[src/rtl/conv_layer_sequencer.sv]
// conv_layer_sequencer: drives the input interface of a 3x3 convolution
// layer through one frame (PRELOAD, raster of SHIFTs with a LOAD between
// output rows), tracks the current output window and flags protocol errors
// and ack timeouts.
module conv_layer_sequencer #(
  parameter int OUT_ROWS = 6,
  parameter int OUT_COLS = 6,
  parameter int TIMEOUT  = 64
) (
  input  logic       clk,
  input  logic       rst,
  input  logic       start,
  input  logic       abort,
  input  logic       err_clr,
  input  logic [1:0] ack,
  output logic [1:0] cmd,
  output logic       iface_en,
  output logic       busy,
  output logic       pix_valid,
  output logic [2:0] row_idx,
  output logic [2:0] col_idx,
  output logic       done,
  output logic       err
);

  typedef enum logic [3:0] {
    S_IDLE,
    S_PRE_REQ,
    S_PRE_WAIT,
    S_SHF_REQ,
    S_SHF_WAIT,
    S_LD_REQ,
    S_LD_WAIT,
    S_DONE,
    S_ERR
  } state_t;

  localparam logic [1:0] CMD_IDLE    = 2'd0;
  localparam logic [1:0] CMD_PRELOAD = 2'd1;
  localparam logic [1:0] CMD_SHIFT   = 2'd2;
  localparam logic [1:0] CMD_LOAD    = 2'd3;

  localparam logic [1:0] ACK_IDLE = 2'd0;
  localparam logic [1:0] ACK_PRE  = 2'd1;
  localparam logic [1:0] ACK_SHF  = 2'd2;
  localparam logic [1:0] ACK_LD   = 2'd3;

  localparam logic [2:0] LAST_ROW  = 3'(OUT_ROWS - 1);
  localparam logic [2:0] LAST_COL  = 3'(OUT_COLS - 1);
  localparam logic [7:0] WAIT_LAST = 8'(TIMEOUT - 1);

  state_t     state;
  state_t     state_nxt;
  logic [2:0] row_nxt;
  logic [2:0] col_nxt;
  logic [7:0] wait_cnt;
  logic [7:0] wait_nxt;
  logic       timed_out;

  // The last permitted wait cycle: without the expected ack now, the wait
  // has lasted TIMEOUT cycles and the frame is abandoned.
  assign timed_out = (wait_cnt == WAIT_LAST);

  // Window completion is reported in the same cycle as the SHIFT ack, while
  // the indices still point at the finished window; abort suppresses it.
  assign pix_valid = (state == S_SHF_WAIT) && (ack == ACK_SHF) && !abort;

  function automatic logic [1:0] cmd_of(input state_t s);
    case (s)
      S_PRE_REQ: cmd_of = CMD_PRELOAD;
      S_SHF_REQ: cmd_of = CMD_SHIFT;
      S_LD_REQ:  cmd_of = CMD_LOAD;
      default:   cmd_of = CMD_IDLE;
    endcase
  endfunction

  // Next-state, window-index and wait-counter logic; error state only
  // leaves on err_clr, everywhere else abort wins over all other inputs.
  always_comb begin
    state_nxt = state;
    row_nxt   = row_idx;
    col_nxt   = col_idx;
    wait_nxt  = wait_cnt;
    if (state == S_ERR) begin
      if (err_clr) state_nxt = S_IDLE;
    end else if (abort) begin
      state_nxt = S_IDLE;
    end else begin
      case (state)
        S_IDLE: begin
          if (start) begin
            state_nxt = S_PRE_REQ;
            row_nxt   = 3'd0;
            col_nxt   = 3'd0;
          end
        end
        S_PRE_REQ: begin
          state_nxt = S_PRE_WAIT;
          wait_nxt  = 8'd0;
        end
        S_SHF_REQ: begin
          state_nxt = S_SHF_WAIT;
          wait_nxt  = 8'd0;
        end
        S_LD_REQ: begin
          state_nxt = S_LD_WAIT;
          wait_nxt  = 8'd0;
        end
        S_PRE_WAIT: begin
          if (ack == ACK_PRE) state_nxt = S_SHF_REQ;
          else if (ack != ACK_IDLE || timed_out) state_nxt = S_ERR;
          else wait_nxt = wait_cnt + 8'd1;
        end
        S_SHF_WAIT: begin
          if (ack == ACK_SHF) begin
            if (col_idx < LAST_COL) begin
              col_nxt   = col_idx + 3'd1;
              state_nxt = S_SHF_REQ;
            end else if (row_idx < LAST_ROW) begin
              col_nxt   = 3'd0;
              state_nxt = S_LD_REQ;
            end else begin
              state_nxt = S_DONE;
            end
          end else if (ack != ACK_IDLE || timed_out) begin
            state_nxt = S_ERR;
          end else begin
            wait_nxt = wait_cnt + 8'd1;
          end
        end
        S_LD_WAIT: begin
          if (ack == ACK_LD) begin
            row_nxt   = row_idx + 3'd1;
            state_nxt = S_SHF_REQ;
          end else if (ack != ACK_IDLE || timed_out) begin
            state_nxt = S_ERR;
          end else begin
            wait_nxt = wait_cnt + 8'd1;
          end
        end
        S_DONE:  state_nxt = S_IDLE;
        default: state_nxt = S_IDLE;
      endcase
    end
  end

  // State register with outputs decoded from the next state so that every
  // output is a flop aligned with the state it belongs to.
  always_ff @(posedge clk or posedge rst) begin
    if (rst) begin
      state    <= S_IDLE;
      row_idx  <= 3'd0;
      col_idx  <= 3'd0;
      wait_cnt <= 8'd0;
      cmd      <= CMD_IDLE;
      iface_en <= 1'b0;
      busy     <= 1'b0;
      done     <= 1'b0;
      err      <= 1'b0;
    end else begin
      state    <= state_nxt;
      row_idx  <= row_nxt;
      col_idx  <= col_nxt;
      wait_cnt <= wait_nxt;
      cmd      <= cmd_of(state_nxt);
      iface_en <= (state_nxt != S_IDLE) && (state_nxt != S_ERR);
      busy     <= (state_nxt != S_IDLE) && (state_nxt != S_ERR);
      done     <= (state_nxt == S_DONE);
      err      <= (state_nxt == S_ERR);
    end
  end

endmodule
[config.mk]
export PLATFORM = sky130hd
export DESIGN_NAME = conv_layer_sequencer
export DESIGN_NICKNAME = d
export VERILOG_FILES = /design/src/rtl/conv_layer_sequencer.sv
export SDC_FILE = /design/constraint.sdc
export NUM_CORES = 1
export LEC_CHECK = 0
export CAP_MARGIN = 20
export CORE_MARGIN = 2
export CORE_UTILIZATION = 35
export CTS_BUF_LIST = sky130_fd_sc_hd__clkbuf_4
export DETAILED_ROUTE_END_ITERATION = 8
export PLACE_DENSITY = 0.57
export SYNTH_ARGS = -nofsm -noshare
export SYNTH_HDL_FRONTEND = slang
export SYNTH_SLANG_ARGS = --single-unit
export TNS_END_PERCENT = 50
[constraint.sdc]
create_clock -name clk -period 2.5 [get_ports clk]
set_clock_uncertainty 0.2 [all_clocks]
set_input_delay 0.25 -clock clk [delete_from_list [all_inputs] [get_ports clk]]
set_output_delay 0.25 -clock clk [all_outputs]
set_load 0.03 [all_outputs]
==> qor.txt <==
Run status: completed
Number of remaining DRC errors: 0
Clock-pin slew on the worst setup and hold paths: 0.13 ns
Final Hold Viols: 0
Layout Nets: 185
CP Max Fanout: 3
Worst path max stage delay: 0.56 ns
Die Ht: 67.8 microns
CTS sink count: 23
Setup CP Type: flip-flop to output pin
GRT overflow: 0
Util after Layout: 43.5%
Final ANT Viol Nets: 0
Total number of vias: 1202
Ys async rst share: 100%
Core Area: 0.00397 sq mm
Predominant post-synthesis flop cell: dfrtp_1
Routed vias/inst: 5.37
Tmin final: 2.32 ns
N_diodes: 0
Hold_buf cts: 0
Worst hold-check path type: input pin to asynchronous set/reset pin
Sequential area share after synthesis: 40.4%
Synth Area in Compound Gates: 23.0%
Layout cells sized above 1: 14.4%
Die footprint: 0.00460 sq mm
Synth cell types: 50
IO buf count: 19
Initial core utilization: 35.9%
WL final: 3220 microns
Buffer depth of the longest clock path: 2
Number of buffers created by CTS: 3
Clock root buffer: clkbuf_4
Crit path capture type: output pin
Cell breakdown of the critical path: or4b_4, nor3_1, dlygate4sd2_1
Cell area after synthesis: 0.00143 sq mm
Area Growth Syn to Fin: 21.2%
VDD IR max: 196 uV
Routability cong.: 0.823
Htree depth: 1
Io pins: 20
Final setup vio count: 0
Final Cycle Share: 92.7%
Fmax: 432 MHz
CP arrival: 1.87 ns
Post-Synth XOR/XNOR Area: 1.84%
1st-iter DRT viols: 104
Placement Rows: 23
Worst slew pin tran: 0.546 ns
Post-Synth Adder-Cell Area: 2.63%
DR WL/cell: 14.4 microns
#FFs+latches synth: 23
GRT Util Overall: 15.7%
Simple-Gate Fraction of Synth Area: 23.6%
Number of synthesized flops with an enable pin: 0
Die Wd: 67.8 microns
Mapped Nets: 158
Slew Viols, Final: 0
Post-synthesis mux area share: 2.19%
Clk Latency, worst-skew pair: 0.31 ns
Global-route wire length before repair: 5450 microns
P per Cell Area: 456 mW/mm^2
Synth Instances: 148
CTS tree: yes
Setup TNS: 0 ns
RSZ-0062 raised after global routing: false
Synth Area per Inst: 9.63 sq um
Slowest-stage cell, CP: or4b_4
Leakage: 0.000713 uW
First-pass DRT Iterations: 4
Vias in the first global route: 1192
Largest net degree at the start of global routing: 24
Required time of the critical path: 2.05 ns
Post-DP HPWL: 2390 microns
Worst slew margin: 63.2%
Combinational family with the most area after synthesis: simple AND/OR/NAND/NOR gates
Initial antenna violation count: 0
Ys Warns: 0
Max-cap violations: 0
Startpoint type of the worst setup path: flip-flop
metrics by stage:
step                      hold WS [ns]  instance area (sq um)  total power (uW)  setup WS (ns)  instances
final                           0.0605                   1730               788          0.183        224
after global routing            0.0750                   1730               835         0.0710        224
after CTS                       0.0649                   1720               795          0.155        224
after detailed placement         0.309                   1690               606          0.101        220
after global placement           0.302                   1690               601          0.150        220
after floorplan                 0.0519                   1430               547          0.258        148
critical path: cells and delay by family, from the launching register on:
kind | cells | cell delay (ns)
simple gates | 2 | 0.73
flops | 1 | 0.40
buf+inv | 1 | 0.42
per-layer routing:
layer / up-vias / global-route usage (%) / wire (microns)
li1: 604 / - / -
met1: 578 / 22.3 / 1550
met2: 16 / 24.4 / 1510
met3: 4 / 2.14 / 114
met4: 0 / 6.00 / 47
met5: - / 0 / 0
final timing paths:
| check | start | depth (start not counted) | slack (ns) | endpoint |
|---|---|---|---|---|
| setup / recovery | state[0] | 3 | 0.18 | pix_valid |
| hold / removal | rst | 3 | 0.06 | wait_cnt[2] |
| setup reg to reg | wait_cnt[0] | 6 | 0.23 | wait_cnt[6] |
| hold reg to reg | col_idx[2] | 1 | 0.33 | col_idx[2] |
| max in group asynchronous | rst | 3 | 1.81 | state[0] |
| min in group clk | col_idx[2] | 1 | 0.33 | col_idx[2] |
state kept, by name, indices dropped and copies added (netlist names):
register  cells
wait_cnt      8
state         4
col_idx       3
row_idx       3
cmd           2
busy          1
done          1
err           1
timing repair:
action,CTS,global route
setup buffers,0,0
pin swaps,0,0
gates resized for setup,1,1
setup endpoints to repair,1,1
kinds of logic (layout without fill, tap and decap cells):
logic type / after synthesis / in the layout
simple gates: 55 / 55
compound gates: 46 / 46
flops: 23 / 23
buf+inv: 15 / 41
fa+ha+maj: 3 / 3
xor+xnor: 3 / 3
mux: 3 / 3
cells in the final DEF (no fill, tap or decap), types with 2 or more instances in the layout:
cell             instances
nand3b_1                 2
or4_1                    3
nand3_1                  8
nor2_1                   7
ha_1                     3
or3_1                    5
clkdlybuf4s50_1         18
dfrtp_1                 23
o21ai_0                 12
o31ai_1                  3
and3_1                   2
xor2_1                   2
a21oi_1                  8
a21o_1                   2
buf_4                    9
nand2b_1                 4
mux2i_1                  2
inv_1                    9
nand2_1                  8
o21ai_1                  6
clkbuf_4                 4
nor3_1                   5
synthesized netlist by cell type (4+ instances only):
library cell	n	area share, %
a21oi_1	8	2.8
buf_6	4	3.2
dfrtp_1	23	40
inv_1	9	2.4
nand2_1	8	2.1
nand2b_1	4	1.8
nand3_1	8	2.8
nor2_1	7	1.8
nor3_1	5	1.8
o21ai_0	12	4.2
o21ai_1	6	2.1
or3_1	5	2.2
power breakdown:
part	total, uW	internal, uW	switching [uW]
combinational	194	78.1	115
clock	187	73.2	114
sequential	407	392	14.9
total	788	544	244
layout make-up:
class,count,area [sq um]
flip-flops and latches,23,576
well taps,50,62.6
inverters,9,33.8
multi-input cells,110,768
fillers,383,2240
repair buffers,28,256
clock buffers,4,30.0
Note: power is estimated with default switching activity, not from simulation.
==> RTL change 1 (same settings) <==
Remove the register `err`: a continuous assignment takes its place, so the output `err` follows one clock earlier.
--- a/src/rtl/conv_layer_sequencer.sv
+++ b/src/rtl/conv_layer_sequencer.sv
@@ -157,5 +157,4 @@
       busy     <= 1'b0;
       done     <= 1'b0;
-      err      <= 1'b0;
     end else begin
       state    <= state_nxt;
@@ -167,7 +166,8 @@
       busy     <= (state_nxt != S_IDLE) && (state_nxt != S_ERR);
       done     <= (state_nxt == S_DONE);
-      err      <= (state_nxt == S_ERR);
     end
   end
 
+  assign err = (state_nxt == S_ERR);
+
 endmodule
Formal check against the unedited RTL: not equivalent (Yosys sat finds a counterexample within 4 cycles, from zero or initial values and one cycle with rst high).
==> RTL change 1 against the original RTL <==
- core utilization grew 2.2 points
- clock power grew 48%
- routed wire length shrank 7.0%
- critical path depth grew 3
- sequential cell count shrank 1
- synthesized area shrank 1.8%
- setup slack lost 0.043 ns
- hold slack lost 0.0029 ns
- final area shrank 0.94%
- total power grew 8.5%
- critical path type unchanged
- largest power group unchanged
==> RTL change 1: results (changes against the original RTL) <==
[status]
status=finished clean

[worst_setup_path]
cp-endpoint=err
max_stage_delay_ns=0.43  ; -0.13 ns
arrival_ns=1.91  ; +0.04 ns
crit_path_start_kind=flip-flop
cp_max_fo=7  ; +4
cp_slowest_cell=dfrtp_1
critical_path.top_delay_family=flip-flops
rrSetupSlack_ns=0.17  ; -0.06 ns
reg2reg_from=wait_cnt[0]
crit_start=wait_cnt[0]

[global_routing]
use_met3=0.03667  ; +0.01529
grt_use_met1=0.2071  ; -0.01572
grt_pass1_vias=1155  ; -3.1%
grt_pass1_wl_um=5175  ; -5.1%
grt_use_total=0.1503  ; -0.006898
gr-usage-met2=0.2265  ; -0.01739
grt_max_degree=23  ; -4.2%

[synthesis]
synth_fa_ha_area_frac=0.02681  ; +0.0004708
muxShareOfSynthArea=0.02234  ; +0.0003923
synth_compound_area_frac=0.2341  ; +0.004111
yosysSeqAreaShare=0.3932  ; -0.01065
synthXorXnorAreaFrac=0.01877  ; +0.0003295
synthTopCellsByCount=22 x dfrtp_1, 12 x o21ai_0, 9 x inv_1
yosys-top-cells-area=dfrtp_1 39%, o21ai_0 4.3%, buf_6 3.2%, a21oi_1 2.9%, nand3_1 2.9%
synth.distinct_cells=50  ; unchanged
syn_nets=157  ; -0.63%

[cells_and_area]
drive_gt1_frac=0.1561  ; +0.01239
num-nets-final=184  ; -0.54%
fillers=376  ; -1.8%
top_regs=wait_cnt (8), state (4)

[power]
ir_drop_v=0.0003225  ; +64%
leakagePower_nw=0.7010  ; -1.7%

[routing]
routed_via_density=5.353  ; -0.24%
drtIter0Drc=47  ; -55%
firstDrtPassIters=4  ; unchanged
routed_wl_um=2991  ; -7.0%

[clocking]
cts_setup_buffers=0  ; unchanged
cts_root_buf=clkbuf_4
htree_num_levels=1  ; unchanged

[timing]
slew_headroom=0.6517  ; +0.01962

[placed_design]
dp_hpwl_um=2278  ; -4.9%
gp_congestion=0.8277  ; +0.63%
port_buffers=19  ; unchanged

[min_path]
hold_path_class=in2async

## RTL change 1: cell count changes after synthesis
cell     delta
dfrtp_1     -1
## RTL change 1: worst register-to-register path: stages (launching register included)
cell      delay, ns
dfrtp_1        0.43
ha_1           0.25
and4_4         0.21
a311oi_4       0.29
o211ai_2       0.27
or4_1          0.46
a21oi_1        0.16
## RTL change 1: worst min-delay path by stage
| stage | end | slack [ns] | depth (start not counted) |
|---|---|---|---|
| 3_5_place_dp | wait_cnt[1] | 0.32 | 2 |
| 2_1_floorplan | busy | 0.04 | 1 |
| 4_1_cts | wait_cnt[6] | 0.07 | 3 |
| 5_1_grt | state[1] | 0.06 | 3 |
| 6_report | col_idx[2] | 0.06 | 3 |
| 3_3_place_gp | wait_cnt[1] | 0.30 | 2 |
## RTL change 1: cell type report
type                       instances  area (um^2)  area share
clock buffer                       3        22.52     0.01317
clock inverter                     1        30.03     0.01756
tap                               48        60.06     0.03511
multi-input combinational        110        759.5      0.4440
inverter                           9        33.78     0.01975
timing repair buffer              28        254.0      0.1485
sequential                        22        550.5      0.3219
## RTL change 1: cells by family after synthesis
kind of cell | count (synthesis)
fa+ha+maj | 3
compound gates | 46
buf+inv | 15
simple gates | 55
mux | 3
flops | 22
xor+xnor | 3
## RTL change 1: per-stage QoR
step | instances | total power, mW | area [um^2] | utilization | worst slack (ns)
2_1_floorplan | 147 | 0.5290 | 1400 | - | 0.1823
3_3_place_gp | 217 | 0.5818 | 1659 | 0.4432 | 0.1442
3_5_place_dp | 217 | 0.5847 | 1659 | 0.4432 | 0.08109
4_1_cts | 221 | 0.8647 | 1710 | 0.4569 | 0.08201
5_1_grt | 221 | 0.9067 | 1710 | 0.4569 | 0.02374
6_report | 221 | 0.8550 | 1710 | 0.4569 | 0.1402
## RTL change 1: layer usage
metal	wire length (um)	up-vias
met5	0	-
met4	34	0
met3	70	2
met2	1353	11
met1	1533	571
li1	-	599
## RTL change 1: power breakdown
part	total, mW	switching [mW]	internal [mW]
Combinational	0.188	0.111	0.0771
Sequential	0.390	0.0150	0.375
Clock	0.277	0.115	0.162
Total	0.855	0.241	0.614
## RTL change 1: timing repair
action	in CTS	in global routing
hold buffers	0	0
endpoints found under the setup margin	1	2
gates resized for setup	1	5
cloned	0	0
pin swaps	0	0
==> RTL change 2 (config.mk and constraints unchanged) <==
Made on the original files. `OUT_COLS`: 6 -> 3.
--- a/src/rtl/conv_layer_sequencer.sv
+++ b/src/rtl/conv_layer_sequencer.sv
@@ -5,5 +5,5 @@
 module conv_layer_sequencer #(
   parameter int OUT_ROWS = 6,
-  parameter int OUT_COLS = 6,
+  parameter int OUT_COLS = 3,
   parameter int TIMEOUT  = 64
 ) (
Formal check against the unedited RTL: not equivalent (Yosys sat finds a counterexample within 10 cycles, from zero or initial values and one cycle with rst high).
==> RTL change 2 against the original RTL <==
- combinational power down 12%
- total power down 4.0%
- sequential cell count unchanged
- synthesized area down 1.7%
- final area down 1.7%
- routed wire length down 5.0%
- core utilization up 1.9 points
- die area down 1.6%
- setup slack better by 0.062 ns
- fmax up 2.7%
- sequential power down 1%
- critical path type is now reg2reg
- largest cell class unchanged
- largest power group unchanged
==> RTL change 2: results (changes against the original RTL) <==
[global_routing]
grt_use_total=0.1541  ; -0.003135
grt_use_met1=0.2066  ; -0.01615
gr-usage-met2=0.2450  ; +0.001177
antenna_found_initial=0  ; unchanged
use_met3=0.02833  ; +0.006952
grt_pass1_vias=1178  ; -1.2%
grt_max_degree=17  ; -29%
grt_pass1_wl_um=5285  ; -3.0%

[power]
leakagePower_nw=0.6937  ; -2.7%
ir_drop_v=0.0003277  ; +67%

[floorplan]
dieArea_um2=4526  ; -1.6%

[cells_and_area]
multi_input_area_um2=754.5  ; -1.8%
top_regs=wait_cnt (8), state (4)
seq_share=0.3390  ; +0.005650
buf_share=0.1437  ; -0.004851
fillers=377  ; -1.6%
comb.multi_input.count=113  ; +2.7%
drive_gt1_frac=0.1257  ; -0.01796
clock_area_frac=0.01769  ; +0.0002948
num-nets-final=186  ; +0.54%
syn2layout_area_growth_pct=21.16  ; about the same
nNonClkBuffers=26  ; -7.1%

[synthesis]
synth.distinct_cells=46  ; -8.0%
muxShareOfSynthArea=0.01429  ; -0.007663
synth-edff-count=0  ; unchanged
synthXorXnorAreaFrac=0.01875  ; +0.0003128
synthTopCellsByCount=23 x dfrtp_1, 17 x o21ai_0, 11 x nor2_1
syn_nets=161  ; +1.9%
post-synth-top-area-fraction=0.4107  ; +0.006851
yosys-top-cells-area=dfrtp_1 41%, o21ai_0 6.1%, o31ai_1 3.2%, nor2_1 2.9%, nand3_1 2.9%
synth_fa_ha_area_frac=0.02679  ; +0.0004468
synth_compound_area_frac=0.2205  ; -0.009491
ys_warn_count=0  ; unchanged
yosysSeqAreaShare=0.4107  ; +0.006851

[worst_setup_path]
max_stage_delay_ns=0.48  ; -0.08 ns
cp_max_fo=9  ; +6
arrival_ns=2.29  ; +0.42 ns
cp_slowest_cell=o41a_4
critical_path.top_delay_family=compound AO/OA/AOI/OAI gates
crit_type=reg2reg
r2r-end=cmd[1]

[placed_design]
gp_congestion=0.9550  ; +16%
dp_hpwl_um=2355  ; -1.6%
post_dp_cell_area_um2=1659  ; -1.8%
port_buffers=19  ; unchanged

[routing]
num_vias=1241  ; +3.2%
wire_per_inst_um=13.70  ; -4.5%
drtIter0Drc=32  ; -69%
dr_wl_met2_um=1419  ; -5.8%

[status]
status=finished clean

[min_path]
hold_path_class=reg2reg

[clocking]
ctsLongestPathBuffers=2  ; unchanged

[timing]
hold_ws_ns=0.3254  ; +0.2648 ns
tightest_slew_ns=0.6167  ; +0.07053 ns

RTL change 2: cell families after synthesis:
family                     after synthesis
muxes                                    2
xor gates and xnor gates                 3
adders and majority gates                3
buffers and inverters                   15
DFF                                     23
and+or+nand+nor                         61
AOI/OAI and AO/OA                       44
RTL change 2: timing repair:
action | 4_1_cts | 5_1_grt
endpoints found under the setup margin | 1 | 0
gates resized for setup | 1 | 0
hold endpoints to repair | 7 | 0
hold buffers | 1 | 0
RTL change 2: per-stage QoR:
| stage | power (mW) | worst slack, ns | std cells |
|---|---|---|---|
| finish | 0.7564 | 0.2444 | 223 |
| global route | 0.7985 | 0.06723 | 223 |
| CTS | 0.7621 | 0.2246 | 223 |
| detailed placement | 0.5769 | 0.1781 | 218 |
| global placement | 0.5768 | 0.1965 | 218 |
| floorplan | 0.5209 | 0.4521 | 151 |
RTL change 2: power by group:
part	internal, mW	switching, mW
Clock	0.0730	0.112
Sequential	0.384	0.0168
Combinational	0.0722	0.0983
Total	0.529	0.227
